## src/rtl/imm_gen_stage_if.sv

```systemverilog
// rtl/imm_gen_stage_if.sv - valid/ready bundle between decode, the immediate stage and execute
interface imm_gen_stage_if #(
  parameter int XLEN  = 32,
  parameter int TAG_W = 8
);
  logic             in_valid;
  logic             in_ready;
  logic [31:0]      in_inst;
  logic [3:0]       in_sel;
  logic [TAG_W-1:0] in_tag;
  logic             out_valid;
  logic             out_ready;
  logic [XLEN-1:0]  out_imm;
  logic [TAG_W-1:0] out_tag;
  logic             out_err;

  modport master (
    output in_valid, in_inst, in_sel, in_tag, out_ready,
    input  in_ready, out_valid, out_imm, out_tag, out_err
  );

  modport slave (
    input  in_valid, in_inst, in_sel, in_tag, out_ready,
    output in_ready, out_valid, out_imm, out_tag, out_err
  );
endinterface

```

## src/rtl/imm_gen_stage.sv

```systemverilog
// rtl/imm_gen_stage.sv - registered immediate generator with a 2-entry skid buffer
module imm_gen_stage #(
  parameter int XLEN  = 32,
  parameter int TAG_W = 8
) (
  input  logic           clk,
  input  logic           rst,
  input  logic           flush,
  imm_gen_stage_if.slave bus
);

  typedef enum logic [1:0] {EMPTY, ONE, FULL} state_t;

  state_t           state;
  state_t           state_nxt;
  logic             in_ready_q;
  logic             out_valid_q;

  // slot0 is always the head of the FIFO; slot1 only holds the younger entry in FULL
  logic [XLEN-1:0]  imm0, imm1;
  logic [TAG_W-1:0] tag0, tag1;
  logic             err0, err1;

  logic [31:0]      imm32;
  logic             sext;
  logic [XLEN-1:0]  dec_imm;
  logic             dec_err;
  logic             accept;
  logic             release_e;

  always_comb begin
    imm32   = 32'd0;
    sext    = 1'b0;
    dec_err = 1'b0;
    case (bus.in_sel)
      4'd0: begin imm32 = {{20{bus.in_inst[31]}}, bus.in_inst[31:20]}; sext = 1'b1; end
      4'd1: begin imm32 = {{20{bus.in_inst[31]}}, bus.in_inst[31:25], bus.in_inst[11:7]}; sext = 1'b1; end
      4'd2: begin
        imm32 = {{19{bus.in_inst[31]}}, bus.in_inst[31], bus.in_inst[7],
                 bus.in_inst[30:25], bus.in_inst[11:8], 1'b0};
        sext  = 1'b1;
      end
      4'd3: begin imm32 = {bus.in_inst[31:12], 12'd0}; sext = 1'b1; end
      4'd4: begin
        imm32 = {{11{bus.in_inst[31]}}, bus.in_inst[31], bus.in_inst[19:12],
                 bus.in_inst[20], bus.in_inst[30:21], 1'b0};
        sext  = 1'b1;
      end
      4'd5: imm32 = {27'd0, bus.in_inst[19:15]};
      4'd6: imm32 = {29'd0, bus.in_inst[22:20]};
      4'd7: imm32 = {28'd0, bus.in_inst[23:20]};
      4'd8: imm32 = {27'd0, bus.in_inst[24:20]};
      4'd9: begin
        // a 6-bit shift amount is meaningless on RV32, so flag it and fall back to 5 bits
        if (XLEN == 32) begin
          imm32   = {27'd0, bus.in_inst[24:20]};
          dec_err = 1'b1;
        end else begin
          imm32   = {26'd0, bus.in_inst[25:20]};
        end
      end
      default: dec_err = 1'b1;
    endcase
    dec_imm = sext ? XLEN'($signed(imm32)) : XLEN'(imm32);
  end

  assign accept    = bus.in_valid && in_ready_q;
  assign release_e = out_valid_q && bus.out_ready;

  always_comb begin
    state_nxt = state;
    if (flush) begin
      state_nxt = EMPTY;
    end else begin
      case (state)
        EMPTY:   if (accept) state_nxt = ONE;
        ONE: begin
          if (accept && !release_e)      state_nxt = FULL;
          else if (release_e && !accept) state_nxt = EMPTY;
        end
        FULL:    if (release_e) state_nxt = ONE;
        default: state_nxt = EMPTY;
      endcase
    end
  end

  always_ff @(posedge clk or posedge rst) begin
    if (rst) begin
      state       <= EMPTY;
      in_ready_q  <= 1'b0;
      out_valid_q <= 1'b0;
      imm0        <= '0;
      imm1        <= '0;
      tag0        <= '0;
      tag1        <= '0;
      err0        <= 1'b0;
      err1        <= 1'b0;
    end else begin
      state       <= state_nxt;
      in_ready_q  <= (state_nxt != FULL);
      out_valid_q <= (state_nxt != EMPTY);
      if (!flush) begin
        case (state)
          EMPTY: if (accept) begin
            imm0 <= dec_imm; tag0 <= bus.in_tag; err0 <= dec_err;
          end
          ONE: begin
            if (accept && release_e) begin
              imm0 <= dec_imm; tag0 <= bus.in_tag; err0 <= dec_err;
            end else if (accept) begin
              imm1 <= dec_imm; tag1 <= bus.in_tag; err1 <= dec_err;
            end
          end
          FULL: if (release_e) begin
            imm0 <= imm1; tag0 <= tag1; err0 <= err1;
          end
          default: ;
        endcase
      end
    end
  end

  assign bus.in_ready  = in_ready_q;
  assign bus.out_valid = out_valid_q;
  assign bus.out_imm   = imm0;
  assign bus.out_tag   = tag0;
  assign bus.out_err   = err0;

endmodule

```

## src/flat_wrapper.sv

```systemverilog
// flat-port wrapper written by rule: the top's interface ports become plain ports
module imm_gen_stage_flat 
#(
  parameter int XLEN  = 32,
  parameter int TAG_W = 8
)
  (clk, rst, flush, bus_in_valid, bus_in_inst, bus_in_sel, bus_in_tag, bus_out_ready, bus_in_ready, bus_out_valid, bus_out_imm, bus_out_tag, bus_out_err);
  imm_gen_stage_if #(.XLEN(XLEN), .TAG_W(TAG_W)) bus_i ();
  input  logic clk;
  input  logic rst;
  input  logic flush;
  input wire logic [$bits(bus_i.in_valid)-1:0] bus_in_valid;
  input wire logic [$bits(bus_i.in_inst)-1:0] bus_in_inst;
  input wire logic [$bits(bus_i.in_sel)-1:0] bus_in_sel;
  input wire logic [$bits(bus_i.in_tag)-1:0] bus_in_tag;
  input wire logic [$bits(bus_i.out_ready)-1:0] bus_out_ready;
  output wire logic [$bits(bus_i.in_ready)-1:0] bus_in_ready;
  output wire logic [$bits(bus_i.out_valid)-1:0] bus_out_valid;
  output wire logic [$bits(bus_i.out_imm)-1:0] bus_out_imm;
  output wire logic [$bits(bus_i.out_tag)-1:0] bus_out_tag;
  output wire logic [$bits(bus_i.out_err)-1:0] bus_out_err;
  assign bus_i.in_valid = bus_in_valid;
  assign bus_i.in_inst = bus_in_inst;
  assign bus_i.in_sel = bus_in_sel;
  assign bus_i.in_tag = bus_in_tag;
  assign bus_i.out_ready = bus_out_ready;
  assign bus_in_ready = bus_i.in_ready;
  assign bus_out_valid = bus_i.out_valid;
  assign bus_out_imm = bus_i.out_imm;
  assign bus_out_tag = bus_i.out_tag;
  assign bus_out_err = bus_i.out_err;
  imm_gen_stage #(.XLEN(XLEN), .TAG_W(TAG_W)) u_core (.clk(clk), .rst(rst), .flush(flush), .bus(bus_i));
endmodule
```

## config.mk

```make
export PLATFORM = sky130hd
export DESIGN_NAME = imm_gen_stage_flat
export DESIGN_NICKNAME = d
export VERILOG_FILES = /design/src/rtl/imm_gen_stage_if.sv /design/src/rtl/imm_gen_stage.sv /design/src/flat_wrapper.sv
export SDC_FILE = /design/constraint.sdc
export NUM_CORES = 1
export LEC_CHECK = 0
export BUFFER_PORTS_ARGS = -buffer_cell sky130_fd_sc_hd__buf_4
export CAP_MARGIN = 10
export CORE_ASPECT_RATIO = 0.8
export CORE_UTILIZATION = 35
export CTS_CLUSTER_SIZE = 30
export DETAILED_ROUTE_END_ITERATION = 12
export PLACE_DENSITY = 0.66
export SLEW_MARGIN = 20
export SYNTH_ARGS = -nofsm -noshare
export SYNTH_HDL_FRONTEND = slang
export SYNTH_SLANG_ARGS = --single-unit
export TNS_END_PERCENT = 5
```

## constraint.sdc

```tcl
create_clock -name clk -period 2.5 [get_ports clk]
set_input_delay 0.375 -clock clk [delete_from_list [all_inputs] [get_ports clk]]
set_output_delay 0.375 -clock clk [all_outputs]
set_load 0.02 [all_outputs]
```

==> summary.md, run 1 <==
| Metric | Value |
|---|---|
| Max stage delay on crit path | `430 ps` |
| Post-Syn Instances | `436` |
| Number of global-route vias before repair | `3,284` |
| Clk pwr share | `27.6%` |
| R2R depth | `5` |
| CP Depth | `5` |
| Via count | `3,441` |
| Fmax | `0.498 GHz` |
| # diodes | `0` |
| Clock root cell | `clkbuf_16` |
| Critical Path RT | `2720 ps` |
| Avg Vias per Cell | `5.21` |
| Max Fanout on Critical Path | `26` |
| Worst-Margin Slew | `773 ps` |
| Synth Flop Type | `dfrtp_1` |
| Sequential-to-total area share from yosys stat | `49.6%` |
| Largest net degree at the start of global routing | `87` |
| Area leader, netlist | `dfrtp_1` |
| Worst slew margin | `48.1%` |
| Slowest CP cell | `dfrtp_1` |
| Htree depth | `3` |
| Yosys reg bits | `86` |
| Final slew viol count | `0` |
| Sw Pwr | `1.62 mW` |
| Fin crit period | `2010 ps` |
| CTS tree | `built` |
| Die X | `126 um` |
| Crit path arrival time | `2230 ps` |
| Skew-Pair Late Insertion Delay | `340 ps` |
| Sequential power share | `42.4%` |
| Finished Core Util | `45.8%` |
| Final setup fails | `0` |
| Total gr overflow | `0` |
| Final WL | `10.5 mm` |
| Synth top area share | `49.6%` |
| Setup Crit Path Kind | `register to register` |
| Post-detail-place hpwl | `7.33 mm` |
| Pre-antenna DRT Iters | `5` |
| YS warnings | `0` |
| Critical Path End Type | `register` |
| Hold Path Class | `input port to async pin` |
| EDFF count, synth | `0` |
| Int Pwr | `3.51 mW` |
| Unrepaired setup endpoints after global routing | `no` |
| Drt initial violations | `282` |
| Buffers & Inverters on Critical Path | `1` |
| Ranking of synthesized cells by area | `dfrtp_1 (50%), nand2_1 (6.2%), mux2_2 (4.9%), mux2_4 (4.5%), nor2_1 (4.4%)` |
| DIE AREA | `0.0128 mm2` |
| Post-synth top cells | `dfrtp_1 (86), nand2_1 (72), nor2_1 (51)` |
| Detailed-route DRC error count | `0` |
| First-pass GRT wire length | `17.3 mm` |
| PD cells | `951 mW/mm2` |
| Finished Cell Area | `0.00540 mm2` |
| Cell family contributing the most delay on the critical path | `simple AND/OR/NAND/NOR gates` |
| Clock sink count | `86` |
| Worst vdd ir | `0.410 mV` |
| Final hold violations | `0` |
| Overall Global Routing Usage | `17.5%` |
| CTS Buf Count | `9` |
| Most frequent cell after synthesis | `dfrtp_1` |
| Outcome | `finished, final reports clean` |
| Clk slew on worst S/H paths | `60 ps` |
| Net count after synthesis | `485` |
| Num rows | `35` |
| Switching part of the total | `31.6%` |
| Cells after DPL | `645` |
| Hold bufs inserted after CTS | `0` |
| Die H | `102 um` |
| Setup_tns | `0 ps` |
| CTS resizes | `0` |
| Layout cells sized above 1 | `29.6%` |
| GPL Wtd Cong | `0.843` |
| P&R area growth vs syn | `24.5%` |
| Leakage | `2.57 nW` |
| MaxCap Viol Count | `0` |
| Yosys cell types | `56` |
| Initial Util | `36.8%` |
| DR WL/cell | `15.9 um` |
| Core area | `0.0118 mm2` |
| IO Count | `92` |
| Initial antenna violation count | `0` |
| Non-filler cells, final | `661` |
| Critical path cell sequence | `and3b_1, nand2b_1, a21oi_4, buf_4, mux2_2` |
| Layout Nets | `557` |
| Deepest clock path buffer count | `2` |
| Combinational power share | `30.0%` |
| DP Area | `0.00508 mm2` |
| Synth async-reset ratio | `100%` |
| Fin Clk Skew | `5.99 ps` |
| Period utilization | `80.3%` |
| Buffers on Ports | `84` |
| CP Launch Type | `register` |
| Post-DRT Antenna Nets | `0` |
| Post-CTS Repair Setup Buffers | `0` |
| Mapped Avg Cell Area | `9.95 um2` |
| Fillers | `1,077` |
| Post-Syn Area | `0.00434 mm2` |
-- through the flow --
step	worst slack, ps	power (mW)	hold WS [ps]
2_1_floorplan	771	3.15	446
4_1_cts	485	5.18	189
3_5_place_dp	483	3.75	466
6_report	492	5.13	149
5_1_grt	361	5.44	186
3_3_place_gp	560	3.69	459
-- registers in the layout, summed over array words and instances, names as in the netlist --
name and cells:
u_core.bus.out_imm 32, u_core.imm1 32, u_core.bus.out_tag 8, u_core.tag1 8
u_core.state 2, u_core.bus.in_ready 1, u_core.bus.out_err 1, u_core.bus.out_valid 1
u_core.err1 1
-- tightest hold or removal path, cell delays in order --
cell and delay (ps):
buf_4 120, clkinvlp_4 70, buf_12 360
-- placed cells by master, fill, tap and decap left out, types with 6 or more instances in the layout --
cell type,count
dfrtp_1,86
nor3_1,10
nand2_1,72
o31ai_1,6
o22ai_1,8
a22o_1,12
nor2_1,51
mux2_4,13
mux2_2,19
inv_1,12
a21boi_1,7
a21oi_1,27
o21ai_0,10
a31oi_1,6
clkbuf_16,9
mux2i_1,12
buf_4,92
-- final cells by class --
cell class	count	area (um2)	area share, %
flip-flops and latches	86	2150	39.9
clock buffers	10	229	4.24
clock inverters	6	86.3	1.60
well taps	148	185	3.43
multi-input cells	304	1960	36.4
repair buffers	94	731	13.5
inverters	13	52.6	0.973
-- cell families after synthesis --
kind of cell / share of synthesized area [%]
mux: 12.2
simple gates: 17.5
buf+inv: 5.36
fa+ha+maj: 0.260
flops: 49.6
compound gates: 15.1
-- final timing paths --
check,startpoint,to,slack (ps)
min reg2reg,u_core.tag1[0]$_DFFE_PP0P_,u_core.tag1[0]$_DFFE_PP0P_,480
min,rst,u_core.bus.out_imm[27]$_DFFE_PP0P_,150
max reg2reg,u_core.state[1]$_DFF_PP0_,u_core.bus.out_imm[10]$_DFFE_PP0P_,490
min in group clk,bus_in_tag[5],u_core.tag1[5]$_DFFE_PP0P_,240
max,u_core.state[1]$_DFF_PP0_,u_core.bus.out_imm[10]$_DFFE_PP0P_,490
max in group asynchronous,rst,u_core.bus.out_imm[14]$_DFFE_PP0P_,1980
-- power groups by stage --
stage          combinational (mW)  clock [mW]  sequential [mW]
5_1_grt                      1.68        1.52             2.23
3_3_place_gp                 1.52           0             2.17
3_5_place_dp                 1.56           0             2.20
2_1_floorplan               0.752           0             2.39
4_1_cts                      1.56        1.45             2.17
6_report                     1.54        1.42             2.18
-- layer usage --
metal | global-route usage, % | vias up | wire length (um)
li1 | - | 1666 | -
met1 | 24.7 | 1651 | 5180
met2 | 26.2 | 111 | 4650
met3 | 4.65 | 13 | 516
met4 | 5.47 | 0 | 169
met5 | 0 | - | 0
Note: power is estimated with default switching activity, not from simulation.
==> run 2: changes to the inputs <==
==> constraint.sdc (replaced) <==
create_clock -name clk -period 1.7 [get_ports clk]
set_input_delay 0.255 -clock clk [delete_from_list [all_inputs] [get_ports clk]]
set_output_delay 0.255 -clock clk [all_outputs]
set_load 0.02 [all_outputs]
==> summary.md, run 2 (synthesis results as in run 1) <==
| Metric | Value |
|---|---|
| Outcome | `complete, but fails checks` |
| Violated checks | `setup timing` |
| Clk slew on worst S/H paths | `60 ps (about the same)` |
| Via count | `3,710 (+7.8%)` |
| Num rows | `35 (unchanged)` |
| Post-DRT Antenna Nets | `0 (unchanged)` |
| Detailed-route DRC error count | `0 (unchanged)` |
| Most frequent cells in the layout | `buf_4 (112), dfrtp_1 (86), nand2_1 (72)` |
| Hold Path Sink | `u_core.tag1[0]$_DFFE_PP0P_` |
| Overall Global Routing Usage | `18.7% (+1.2 points)` |
| Critical path cell sequence | `and3b_2, nand2b_4, a21oi_4, buf_4, buf_12, mux2_2` |
| Final slew viol count | `0 (unchanged)` |
| # diodes | `0 (unchanged)` |
| Critical Path RT | `1930 ps (-790 ps)` |
| Die X | `126 um (unchanged)` |
| Initial antenna violation count | `0 (unchanged)` |
| Fmax | `0.571 GHz (+15%)` |
| DIE AREA | `0.0128 mm2 (unchanged)` |
| R2R depth | `6 (+1)` |
| Non-filler cells, final | `692 (+4.7%)` |
| Largest net degree at the start of global routing | `29 (-67%)` |
| Hold Path Class | `input port to register` |
| Avg Vias per Cell | `5.36 (+3.0%)` |
| Worst-Margin Slew | `504 ps (-270 ps)` |
| CTS Buf Count | `9 (unchanged)` |
| Fin Clk Skew | `8.03 ps (+2.04 ps)` |
| Commonest non-fill, non-tap cell in the layout | `buf_4` |
| Cells after DPL | `668 (+3.6%)` |
| Htree depth | `3 (unchanged)` |
| Post-detail-place hpwl | `8.10 mm (+10%)` |
| Clock root cell | `clkbuf_16` |
| Setup_tns | `-888 ps (-888 ps)` |
| Final WL | `11.9 mm (+13%)` |
| Cell family contributing the most delay on the critical path | `simple AND/OR/NAND/NOR gates` |
| Pre-antenna DRT Iters | `5 (unchanged)` |
| PD cells | `1340 mW/mm2 (+41%)` |
| Max Fanout on Critical Path | `9 (-65%)` |
| Critical Path Source | `u_core.state[1]$_DFF_PP0_` |
| Storage cell area | `0.00215 mm2 (unchanged)` |
| Multi-input combinational cell area | `0.00205 mm2 (+4.3%)` |
| Total gr overflow | `0 (unchanged)` |
| Worst vdd ir | `0.535 mV (+30%)` |
| MaxCap Viol Count | `0 (unchanged)` |
| GPL Wtd Cong | `0.815 (-3.3%)` |
| Layout Nets | `588 (+5.6%)` |
| Clock sink count | `86 (unchanged)` |
| DR WL/cell | `17.2 um (+8.0%)` |
| Fillers | `1,080 (+0.28%)` |
| P&R area growth vs syn | `33.9%` |
| Leakage | `2.79 nW (+8.7%)` |
| Final setup fails | `31 (+31)` |
| Period utilization | `103% (+23 points)` |
| Skew-Pair Late Insertion Delay | `350 ps (about the same)` |
| Layout cells sized above 1 | `34.2% (+4.6 points)` |
| Number of global-route vias before repair | `3,658 (+11%)` |
| Fin crit period | `1750 ps (-256 ps)` |
| RR Startpoint | `u_core.state[1]$_DFF_PP0_` |
| Hold Crit Depth | `3` |
| Critical Path End Type | `register` |
| Crit path arrival time | `1980 ps (-250 ps)` |
| Max stage delay on crit path | `380 ps (-50 ps)` |
| CTS tree | `built` |
| CP Launch Type | `register` |
| Final hold violations | `0 (unchanged)` |
| Initial Util | `36.8% (unchanged)` |
| Worst slew margin | `66.3% (+18 points)` |
| Deepest clock path buffer count | `2 (unchanged)` |
| Buffers & Inverters on Critical Path | `2 (+1)` |
| Setup Crit Path Kind | `register to register` |
| Reg2Reg Setup Slack | `-50 ps (-540 ps)` |
| Drt initial violations | `205 (-27%)` |
| Worst r2r dst | `u_core.bus.out_imm[31]$_DFFE_PP0P_` |
| Die H | `102 um (unchanged)` |
| First-pass GRT wire length | `18.7 mm (+8.6%)` |
| Buffers on Ports | `84 (unchanged)` |
| Unrepaired setup endpoints after global routing | `yes` |
| Core area | `0.0118 mm2 (unchanged)` |
| Slowest CP cell | `dfrtp_1` |
| IO Count | `92 (unchanged)` |
| Hold Crit Start | `bus_in_tag[0]` |
| Final setup margin | `-52.8 ps (-544 ps)` |
## run 2: cell types whose count changed in the layout (fill, tap and decap cells not counted), sizes merged
cell	delta
dlygate4sd3	+1
inv	+1
buf	+28
bufinv	-1
clkbuf	+2
## run 2: worst max path at each step
stage / end / slack (ps) / cells after the start
6_report: u_core.bus.out_imm[31]$_DFFE_PP0P_ / -50 / 6
5_1_grt: u_core.bus.out_imm[31]$_DFFE_PP0P_ / -110 / 6
4_1_cts: u_core.bus.out_imm[31]$_DFFE_PP0P_ / -20 / 5
3_5_place_dp: u_core.bus.out_imm[11]$_DFFE_PP0P_ / -80 / 5
3_3_place_gp: u_core.bus.out_imm[11]$_DFFE_PP0P_ / -40 / 5
2_1_floorplan: u_core.bus.out_imm[1]$_DFFE_PP0P_ / -30 / 7
## run 2: final cells by class
| cell class | instances | area share (%) |
|---|---|---|
| Clock buffer | 10 | 4.12 |
| Clock inverter | 6 | 1.19 |
| Inverter | 13 | 0.905 |
| Multi-Input combinational cell | 304 | 35.3 |
| Sequential cell | 86 | 37.1 |
| Tap cell | 148 | 3.19 |
| Timing Repair Buffer | 125 | 18.3 |
## run 2: timing repair
| item | CTS | global route |
|---|---|---|
| setup buffers | 0 | 4 |
| gates resized for setup | 2 | 27 |
| setup endpoints to repair | 41 | 45 |
| pin swaps | 0 | 2 |
| hold buffers | 1 | 0 |
| gates cloned | 0 | 3 |
| endpoints found under the hold margin | 17 | 0 |
## run 2: per-stage QoR
step	power (mW)	area (um2)	util (%)	setup WS, ps	hold slack (ps)
after detailed placement	5.59	5280	44.8	-83.7	326
after global routing	8.24	5810	49.3	-114	114
after CTS	7.67	5610	47.6	-17.5	102
final	7.80	5810	49.3	-52.8	115
after global placement	5.50	5280	44.8	-41.1	312
after floorplan	4.63	4340	-	-29.4	360
## run 2: worst reg2reg max path: stages, from the launching register on
cell      delay, ps
dfrtp_1         380
and3b_2         350
nand2b_4         90
a21oi_4         200
buf_4           150
buf_12          140
mux2_2          340
## run 2: power by group
group          internal, mW  switching (mW)  total, mW
clock                  1.19           0.863       2.05
sequential             2.78           0.418       3.20
combinational          1.29            1.26       2.55
## run 2: metal layers
layer	vias to the layer above	share of wire, %	GRT usage (%)	wire length (um)
met3	24	6.1	4.65	730
li1	1728	-	-	-
met4	0	1.6	5.93	194
met5	-	0	0	0
met2	150	45	28.9	5320
met1	1808	47	25.8	5640
